### config.mk
export PLATFORM = sky130hd
export DESIGN_NAME = spi_controller
export DESIGN_NICKNAME = d
export VERILOG_FILES = /design/src/rtl/spi_controller.sv
export SDC_FILE = /design/constraint.sdc
export NUM_CORES = 1
export LEC_CHECK = 0
export CORE_ASPECT_RATIO = 2
export CORE_MARGIN = 1
export CORE_UTILIZATION = 55
export CTS_CLUSTER_SIZE = 25
export DETAILED_ROUTE_END_ITERATION = 10
export HOLD_SLACK_MARGIN = 0.15
export PLACE_DENSITY = 0.82
export SETUP_SLACK_MARGIN = 0.02
export SLEW_MARGIN = 25
export SYNTH_ARGS = -nofsm -noshare
export SYNTH_HDL_FRONTEND = slang
export SYNTH_SLANG_ARGS = --single-unit
export TNS_END_PERCENT = 5
### constraint.sdc
create_clock -name clk -period 5.1 [get_ports clk]
set_clock_uncertainty 0.2 [all_clocks]
set_input_delay 0.51 -clock clk [delete_from_list [all_inputs] [get_ports clk]]
set_output_delay 0.51 -clock clk [all_outputs]
set_load 0.02 [all_outputs]
### src/rtl/spi_controller.sv
// Write-only SPI initiator (mode 0, MSB first) emitting 16-bit {1, addr, data}
// register-write frames for the on-chip SPI peripheral.
module spi_controller #(
  parameter int unsigned CLK_DIV = 4,
  parameter int unsigned CS_GAP  = 4
) (
  input  logic       clk,
  input  logic       rst_n,
  input  logic       req,
  output logic       ready,
  input  logic [6:0] addr,
  input  logic [7:0] wdata,
  output logic       busy,
  output logic       done,
  output logic       sclk,
  output logic       ncs,
  output logic       copi
);

  localparam int unsigned PH_MAX = (CLK_DIV > CS_GAP) ? CLK_DIV : CS_GAP;
  localparam int unsigned PH_W   = $clog2(PH_MAX + 1);
  localparam int unsigned SH_W   = 15;

  localparam logic [2:0] S_IDLE = 3'd0;
  localparam logic [2:0] S_LOW  = 3'd1;
  localparam logic [2:0] S_HIGH = 3'd2;
  localparam logic [2:0] S_HOLD = 3'd3;
  localparam logic [2:0] S_GAP  = 3'd4;

  logic [2:0]      state_q, state_d;
  logic [PH_W-1:0] ph_q, ph_d;
  logic [3:0]      bit_q, bit_d;
  logic [SH_W-1:0] sh_q, sh_d;
  logic            ready_q, ready_d;
  logic            busy_q, busy_d;
  logic            done_q, done_d;
  logic            sclk_q, sclk_d;
  logic            ncs_q, ncs_d;
  logic            copi_q, copi_d;
  logic            div_end, gap_end;

  assign div_end = (ph_q == PH_W'(CLK_DIV - 1));
  assign gap_end = (ph_q == PH_W'(CS_GAP - 1));

  // State and registered outputs
  always_ff @(posedge clk or negedge rst_n) begin
    if (!rst_n) begin
      state_q <= S_IDLE;
      ph_q    <= '0;
      bit_q   <= '0;
      sh_q    <= '0;
      ready_q <= 1'b1;
      busy_q  <= 1'b0;
      done_q  <= 1'b0;
      sclk_q  <= 1'b0;
      ncs_q   <= 1'b1;
      copi_q  <= 1'b0;
    end else begin
      state_q <= state_d;
      ph_q    <= ph_d;
      bit_q   <= bit_d;
      sh_q    <= sh_d;
      ready_q <= ready_d;
      busy_q  <= busy_d;
      done_q  <= done_d;
      sclk_q  <= sclk_d;
      ncs_q   <= ncs_d;
      copi_q  <= copi_d;
    end
  end

  // Next-state and output decode; the shift register holds the bits after the one on copi
  always_comb begin
    state_d = state_q;
    ph_d    = ph_q + PH_W'(1);
    bit_d   = bit_q;
    sh_d    = sh_q;
    sclk_d  = sclk_q;
    ncs_d   = ncs_q;
    copi_d  = copi_q;
    done_d  = 1'b0;

    case (state_q)
      S_IDLE: begin
        ph_d = '0;
        if (req) begin
          state_d = S_LOW;
          sh_d    = {addr, wdata};
          bit_d   = 4'd15;
          ncs_d   = 1'b0;
          copi_d  = 1'b1;
        end
      end
      S_LOW: begin
        if (div_end) begin
          state_d = S_HIGH;
          sclk_d  = 1'b1;
          ph_d    = '0;
        end
      end
      S_HIGH: begin
        if (div_end) begin
          ph_d   = '0;
          sclk_d = 1'b0;
          if (bit_q != 4'd0) begin
            state_d = S_LOW;
            bit_d   = bit_q - 4'd1;
            copi_d  = sh_q[SH_W-1];
            sh_d    = {sh_q[SH_W-2:0], 1'b0};
          end else begin
            state_d = S_HOLD;
            copi_d  = 1'b0;
          end
        end
      end
      S_HOLD: begin
        if (div_end) begin
          state_d = S_GAP;
          ncs_d   = 1'b1;
          done_d  = 1'b1;
          ph_d    = '0;
        end
      end
      S_GAP: begin
        if (gap_end) begin
          state_d = S_IDLE;
          ph_d    = '0;
        end
      end
      default: begin
        state_d = S_IDLE;
        ph_d    = '0;
        sclk_d  = 1'b0;
        ncs_d   = 1'b1;
        copi_d  = 1'b0;
      end
    endcase

    ready_d = (state_d == S_IDLE);
    busy_d  = (state_d != S_IDLE);
  end

  assign ready = ready_q;
  assign busy  = busy_q;
  assign done  = done_q;
  assign sclk  = sclk_q;
  assign ncs   = ncs_q;
  assign copi  = copi_q;

endmodule

* Word level (Yosys, flattened, before mapping)
Index checks and enable logic that the tools add are counted. W data, S select, Z words.
Cells by class: $lt $le $gt $ge 0, equality and inequality tests 10, shift-type cells 0, bitwise gates (word level) 3, reductions and logical operators 13, add/sub/neg operators 2, $mul 0, divide/modulo/power cells 0, muxes and demuxes 28
Operators with widths (count):
- $mux W15 | 3
- $pmux W15 S2 | 1
- $mux W3 | 7
- $pmux W3 S5 | 1
- $mux W4 | 3
- $ne A2 B2 Y1 const B | 5
- $eq A3 B2 Y1 const B | 3
- $pmux W1 S3 | 3
- $reduce_and A3 Y1 | 3
- $reduce_or A3 Y1 | 3
- $mux W1 | 8
- $pmux W4 S2 | 1
- $logic_not A3 Y1 | 2
- $reduce_and A4 Y1 | 1
- $reduce_bool A4 Y1 | 1
- $reduce_or A4 Y1 | 1
- $sub A4 B1 Y4 const B | 1
- $add A3 B1 Y3 const B | 1
- $eq A3 B1 Y1 const B | 1
- $eq A3 B3 Y1 const B | 1
- $not A1 Y1 | 3
- $reduce_bool A3 Y1 | 1
- $mux W2 | 1
- $reduce_bool A2 Y1 | 1
Word-level totals: input bits 18, output and inout bits 6, flip-flop bits (word level) 31, RAM bits 0, memories 0, ROM bits 0, bits in latches 0

* Logic depth before layout (Yosys ltp)
Gate-level depths: netlist of run 1.
depth after elaboration 5, depth in mapped cells 7, gate-level depth less buffers 6

* Worst setup path before layout of run 1
Ideal clock, no wire load.
kind register -> register, start point register bit_q[0], end point register bit_q[3], library setup time 131 ps, arrival time 1606 ps, required time 4769 ps, stages on the path, launching flop included 7, path slack 3162 ps, path through dfrtp_1 > inv_1 > ha_1 > or3b_4 > a21oi_4 > nor4_1 > or3_1
On the way: cells in the longest elaborated chain, start to end 4
Ends and longest elaborated chain:
- from (decl) | RTL line 32 | logic [3:0] bit_q, bit_d;
- from (signal assigned) | RTL line 61 | bit_q <= bit_d;
- $sub A4 B1 Y4 | RTL line 107 | bit_d = bit_q - 4'd1;
- $mux W4 | RTL line 105 | if (bit_q != 4'd0) begin
- $mux W4 | RTL line 102 | if (div_end) begin
- $pmux W4 S2 | RTL line 83 | case (state_q)
Parallel ways exist; a longest one is shown, timed or not. The select of a mux whose other input is x is not followed. A chain may end at the register's enable or synchronous reset.

* Final worst setup path of run 1
start point register state_q[1], end point register sh_q[4]
On the way: cells in the longest elaborated chain, start to end 3
Ends and longest elaborated chain:
- from (decl) | RTL line 30 | logic [2:0] state_q, state_d;
- from (signal assigned) | RTL line 59 | state_q <= state_d;
- $eq A3 B2 Y1 / $logic_not A3 Y1 (equally long branches) | RTL line 83
- $ne A2 B2 Y1 (no source line) / $reduce_bool A2 Y1 (equally long branches)
- $reduce_and A4 Y1 (no source line)
- to (signal assigned) | RTL line 51 | sh_q <= '0;
- to (signal assigned) | RTL line 62 | sh_q <= sh_d;
- to (decl) | RTL line 33 | logic [SH_W-1:0] sh_q, sh_d;
Parallel ways exist; a longest one is shown, timed or not.

==> results of run 1 <==
==> area by class of cell <==
cell class	count	share of cell area, %
repair buffers	25	13.7
clock inverters	1	0.279
inverters	6	1.26
clock buffers	7	4.25
flip-flops and latches	31	43.4
well taps	28	1.95
multi-input cells	90	35.2
==> per-stage QoR <==
stage	std cells	util, %	hold WS (ps)	power, W
global route	188	70.7	257	0.00118
detailed placement	180	67.5	235	0.000928
floorplan	136	-	14.4	0.000804
finish	188	70.7	245	0.00111
global placement	180	67.5	228	0.000902
CTS	188	70.7	246	0.00111
==> report_power, final <==
part / internal [W] / switching [W]
clock: 0.0000954 / 0.0000839
combinational: 0.000236 / 0.000238
sequential: 0.000357 / 0.0000953
total: 0.000688 / 0.000418
==> routing by layer <==
metal	vias to the layer above	share of wire [%]	global-route usage (%)
met4	0	3.5	15.7
met3	10	4.3	7.00
met5	-	0	0
met2	41	53	44.1
li1	556	-	-
met1	570	39	28.0
==> placed cells by master (no fill, tap or decap), types with 4 or more instances in the layout <==
cell type and instances:
dfrtp_1 29, clkdlybuf4s50_1 23, a2bb2oi_1 16, o22ai_1 15
nor2_1 8, a21oi_1 7, inv_1 6, clkbuf_8 5
nand2_1 4, nor3_1 4
==> worst reg2reg max path, delay by kind of cell (launching register included) <==
kind,cells,cell delay (ps)
and+or+nand+nor,2,1280
AOI/OAI and AO/OA,2,370
DFF,1,600
==> registers in the layout, summed over array words and instances (netlist names) <==
register	flops
done	1
sh_q	15
state_q	3
ph_q	3
sclk	1
ready	1
busy	1
ncs	1
copi	1
bit_q	4
==> worst max-delay path by stage <==
stage                    start  cells after the start        to  slack [ps]
finish              state_q[1]                      4   sh_q[4]        2540
global placement           req                      5  bit_q[3]        2700
global route        state_q[1]                      4   sh_q[5]        2420
floorplan             bit_q[0]                      6  bit_q[3]        3160
detailed placement  state_q[1]                      4  sh_q[12]        2590
CTS                 state_q[1]                      4  sh_q[12]        2580
==> cells by family (layout without fill, tap and decap cells) <==
family,Yosys count,count (layout)
AND/OR/NAND/NOR,35,35
XOR/XNOR,2,2
AO/OA/AOI/OAI,51,51
buffers and inverters,15,39
flip-flops,31,31
adder cells (fa/ha/maj),2,2
==> impl_metrics.py, run 1 <==
metrics = {
    "synthesis": {
        "synth.distinct_cells": 40,
        "synth_edf_count": 0,
        "synth_nets": 156,
        "synth_commonest_cells": "dfrtp_1, a2bb2oi_1, o22ai_1",
        "synth-compound-area-share_pct": 25.1,
        "synth_top_family_by_area": "compound AO/OA/AOI/OAI gates",
        "synth-seq-cells": 31,
        "netlist.area_leader.share_pct": 49.0,
        "synth_fa_ha_area_share_pct": 1.69,
        "synth-seq-area-share_pct": 52.5,
        "synth_mux_area_share_pct": 0,
        "synth_top_flop_cell": "dfrtp_1",
        "syn_area_per_cell_um2": 10.9,
        "async_reset_ff_share_pct": 100,
        "synth_area_leader_cell": "dfrtp_1",
        "ys_warn_count": 0,
        "synthXorXnorAreaFrac_pct": 1.18,
        "syn_inst": 136,
        "yosysMostFrequentCell": "dfrtp_1",
        "synth_simple_gate_area_share_pct": 14.7,
        "netlist_area_um2": 1480,
        "ys_top_cells_by_area": "dfrtp_1, a2bb2oi_1, o22ai_1",
    },
    "routing": {
        "drt_iter0_drc": 37,
        "vias": 1177,
        "routedWlPerCell_um": 17.4,
        "dr.pass1.iters": 4,
        "drc_errors": 0,
        "drt-total-wl_mm": 3.28,
        "viasPerCell": 6.26,
        "ant_nets": 0,
    },
    "setup_path": {
        "cp_max_fo": 16,
        "critPathKind": "reg -> reg",
        "worstPathRequired_ps": 5060,
        "slowest_stage": "nor3b_2",
        "crit_family": "simple AND/OR/NAND/NOR gates",
        "worst_setup_path_start_kind": "flip-flop",
        "cp-end-kind": "flip-flop",
        "rrSetupSlack_ps": 2540,
        "path_cells": "nor3b_2, nand3_2, o22ai_1, a2bb2oi_1",
        "arrival_ps": 2520,
        "critPathBufInv": 0,
        "r2r-start": "state_q[1]",
        "r2r_end": "sh_q[4]",
        "rr_worst_depth": 4,
        "max_stage_delay_ps": 850,
    },
    "cts": {
        "cts.htree.levels": 2,
        "clkSlewWorstSetupHoldPaths_ps": 60,
        "post_cts_buffers": 0,
        "cts-hold-fix-buffers": 0,
        "cts_made_buffers": 5,
        "clk_path_buf_depth": 2,
        "clock_latency_ps": 280,
        "cts_root_buf": "clkbuf_8",
        "cts_resized": 0,
        "cts_tree": "yes",
        "clock_sinks": 31,
    },
    "timing": {
        "fmax_ghz": 0.391,
        "relSlewSlack_pct": 35.9,
        "finalCritPeriodShare_pct": 50.1,
        "fin_tns_setup_ps": 0,
        "worstMarginPinSlew_ps": 958,
        "finalMaxSlewViolations": 0,
        "finalSetupViolCount": 0,
        "hold_viol": 0,
        "layout_setup_ws_ps": 2540,
        "min_period_ps": 2560,
        "rsz0062_at_grt": "false",
    },
    "die": {
        "start_util_pct": 58.4,
        "dieArea_um2": 2920,
        "die_y_um": 75.4,
        "ioPinCount": 24,
        "die_w_um": 38.7,
        "num_rows": 26,
        "core_area_um2": 2540,
    },
    "flow_run": {
        "cap_violations": 0,
    },
    "finish": {
        "drive_gt1_share_pct": 10.6,
        "syn2layout_area_growth_pct": 21.1,
        "fillers": 185,
        "multi_input_area_um2": 632,
        "seq_area_um2": 778,
        "design_area_um2": 1790,
        "diodes": 0,
        "final_nets": 179,
    },
    "global_route": {
        "overflow": 0,
        "grt_pass1_vias": 1123,
        "grt.total_usage_pct": 26.2,
        "grt_max_degree": 32,
        "grt_first_pass_wirelength_mm": 5.11,
        "antenna_found_initial": 0,
    },
    "placed_design": {
        "place_area_um2": 1710,
        "dp_hpwl_mm": 2.27,
        "pre_cts_ws_ps": 2590,
        "routabilityCongestion": 0.858,
        "io_buffers": 23,
    },
    "worst_hold_path": {
        "hold_class": "reg -> reg",
        "hp-start": "ph_q[0]",
        "min_path_cells": 1,
        "whs_endpoint": "ph_q[0]",
    },
    "pwr": {
        "ir_worst_vdd_v": 0.000407,
        "powerDensity_nw_per_um2": 616,
        "power.leakage_nw": 0.726,
    },
    "outcome": {
        "status": "complete, no violations",
    },
}
No activity file was read; power rests on OpenSTA's default activity.
==> run 2: changes to the inputs <==
CORE_UTILIZATION = 52   (was 55)
PLACE_DENSITY = 0.78   (was 0.82)
clock period = 2.4 ns   (was 5.1 ns; I/O delays follow)
==> run 2 against run 1 <==
Effect of this change: via count unchanged; utilization down 3.9 points; total power up 120%; largest power group unchanged.
==> impl_metrics.py, run 2 (synthesis results as in run 1) <==
metrics = {
    "outcome": {
        "status": "complete, no violations",
    },
    "timing": {
        "finalMaxSlewViolations": 0,
        "hold_viol": 0,
        "fmax_ghz": 0.485,
        "min_period_ps": 2060,
        "rsz0062_at_grt": "false",
        "relSlewSlack_pct": 66.5,
        "finalSetupViolCount": 0,
        "finalCritPeriodShare_pct": 86.0,
        "worstMarginPinSlew_ps": 498,
        "fin_tns_setup_ps": 0,
    },
    "pwr": {
        "powerDensity_nw_per_um2": 1320,
        "ir_worst_vdd_v": 0.000969,
        "finalPower_w": 0.00242,
        "power.leakage_nw": 0.745,
    },
    "routing": {
        "drt-total-wl_mm": 3.06,
        "routedWlPerCell_um": 16.0,
        "viasPerCell": 6.16,
        "ant_nets": 0,
        "vias": 1177,
        "drc_errors": 0,
        "drt_iter0_drc": 29,
        "dr.pass1.iters": 4,
    },
    "cts": {
        "cts-hold-fix-buffers": 0,
        "cts_root_buf": "clkbuf_8",
        "clock_sinks": 31,
        "cts.htree.levels": 2,
        "clk_path_buf_depth": 2,
        "clock_latency_ps": 280,
        "cts_resized": 0,
        "clkSlewWorstSetupHoldPaths_ps": 60,
        "cts_tree": "yes",
        "post_cts_buffers": 0,
        "cts_made_buffers": 5,
    },
    "finish": {
        "reg_top3": "sh_q: 15 flops, bit_q: 4 flops",
        "syn2layout_area_growth_pct": 23.5,
        "drive_gt1_share_pct": 12.3,
        "diodes": 0,
        "final_common_cell": "dfrtp_1",
        "mostFrequentLayoutCells": "dfrtp_1, clkdlybuf4s50_1, a2bb2oi_1",
        "largest_register_ffs": 15,
        "largest_register": "sh_q",
        "final_nets": 181,
    },
    "global_route": {
        "overflow": 0,
        "grt_first_pass_wirelength_mm": 5.31,
        "antenna_found_initial": 0,
        "grt_pass1_vias": 1245,
        "grt.total_usage_pct": 24.5,
        "grt_max_degree": 32,
    },
    "placed_design": {
        "io_buffers": 23,
        "routabilityCongestion": 0.807,
        "dp_hpwl_mm": 2.22,
    },
    "setup_path": {
        "cp.depth": 6,
        "critPathKind": "reg -> reg",
        "critPathBufInv": 1,
        "slowest_stage": "or3b_4",
        "arrival_ps": 2020,
        "cp_max_fo": 5,
        "r2r_end": "bit_q[3]",
        "worst_setup_path_start_kind": "flip-flop",
        "rr_worst_depth": 6,
        "crit_family": "simple AND/OR/NAND/NOR gates",
        "r2r-start": "bit_q[0]",
        "rrSetupSlack_ps": 340,
        "max_stage_delay_ps": 440,
        "cp-end-kind": "flip-flop",
        "worstPathRequired_ps": 2360,
        "path_cells": "inv_1, ha_1, or3b_4, a21oi_4, nor4_1, or3_1",
    },
    "die": {
        "dieArea_um2": 3080,
        "num_rows": 27,
        "start_util_pct": 54.1,
        "ioPinCount": 24,
        "die_y_um": 77.5,
        "die_w_um": 39.7,
        "core_area_um2": 2740,
    },
    "worst_hold_path": {
        "hold_class": "in -> async",
    },
    "flow_run": {
        "cap_violations": 0,
    },
}
run 2: cell type report:
type	count	area, um^2
inverters	6	22.5
repair buffers	27	260
multi-input cells	90	632
fillers	229	907
well taps	29	36.3
clock buffers	8	100
flip-flops and latches	31	778
run 2: through the flow:
stage                     utilization (%)  instances  setup WS [ps]  hold slack, ps  area [um^2]
after floorplan                         -        136            462            -256         1480
after global placement               63.2        183            316             230         1730
after detailed placement             63.2        183            262             241         1730
after CTS                            66.8        191            323             167         1830
after global routing                 66.8        191            183             194         1830
final                                66.8        191            336             154         1830
run 2: worst max-delay path by stage:
| stage | slack, ps | from | to |
|---|---|---|---|
| detailed placement | 260 | req | bit_q[3] |
| global route | 180 | ph_q[0] | sh_q[11] |
| floorplan | 460 | bit_q[0] | bit_q[3] |
| CTS | 320 | bit_q[0] | bit_q[3] |
| finish | 340 | bit_q[0] | bit_q[3] |
| global placement | 320 | req | bit_q[3] |
run 2: metal layers:
metal | wire length [um] | up-vias | track usage [%]
li1 | - | 557 | -
met3 | 119 | 7 | 5.43
met1 | 1170 | 587 | 25.5
met2 | 1680 | 26 | 41.3
met5 | 0 | - | 0
met4 | 84 | 0 | 13.8
run 2: power by group:
group          leakage [nW]  internal, W  total [W]  switching (W)
Combinational         0.351     0.000519    0.00102       0.000498
Sequential            0.343     0.000758   0.000956       0.000199
Clock                0.0515     0.000261   0.000446       0.000184
Total                 0.745      0.00154    0.00242       0.000881
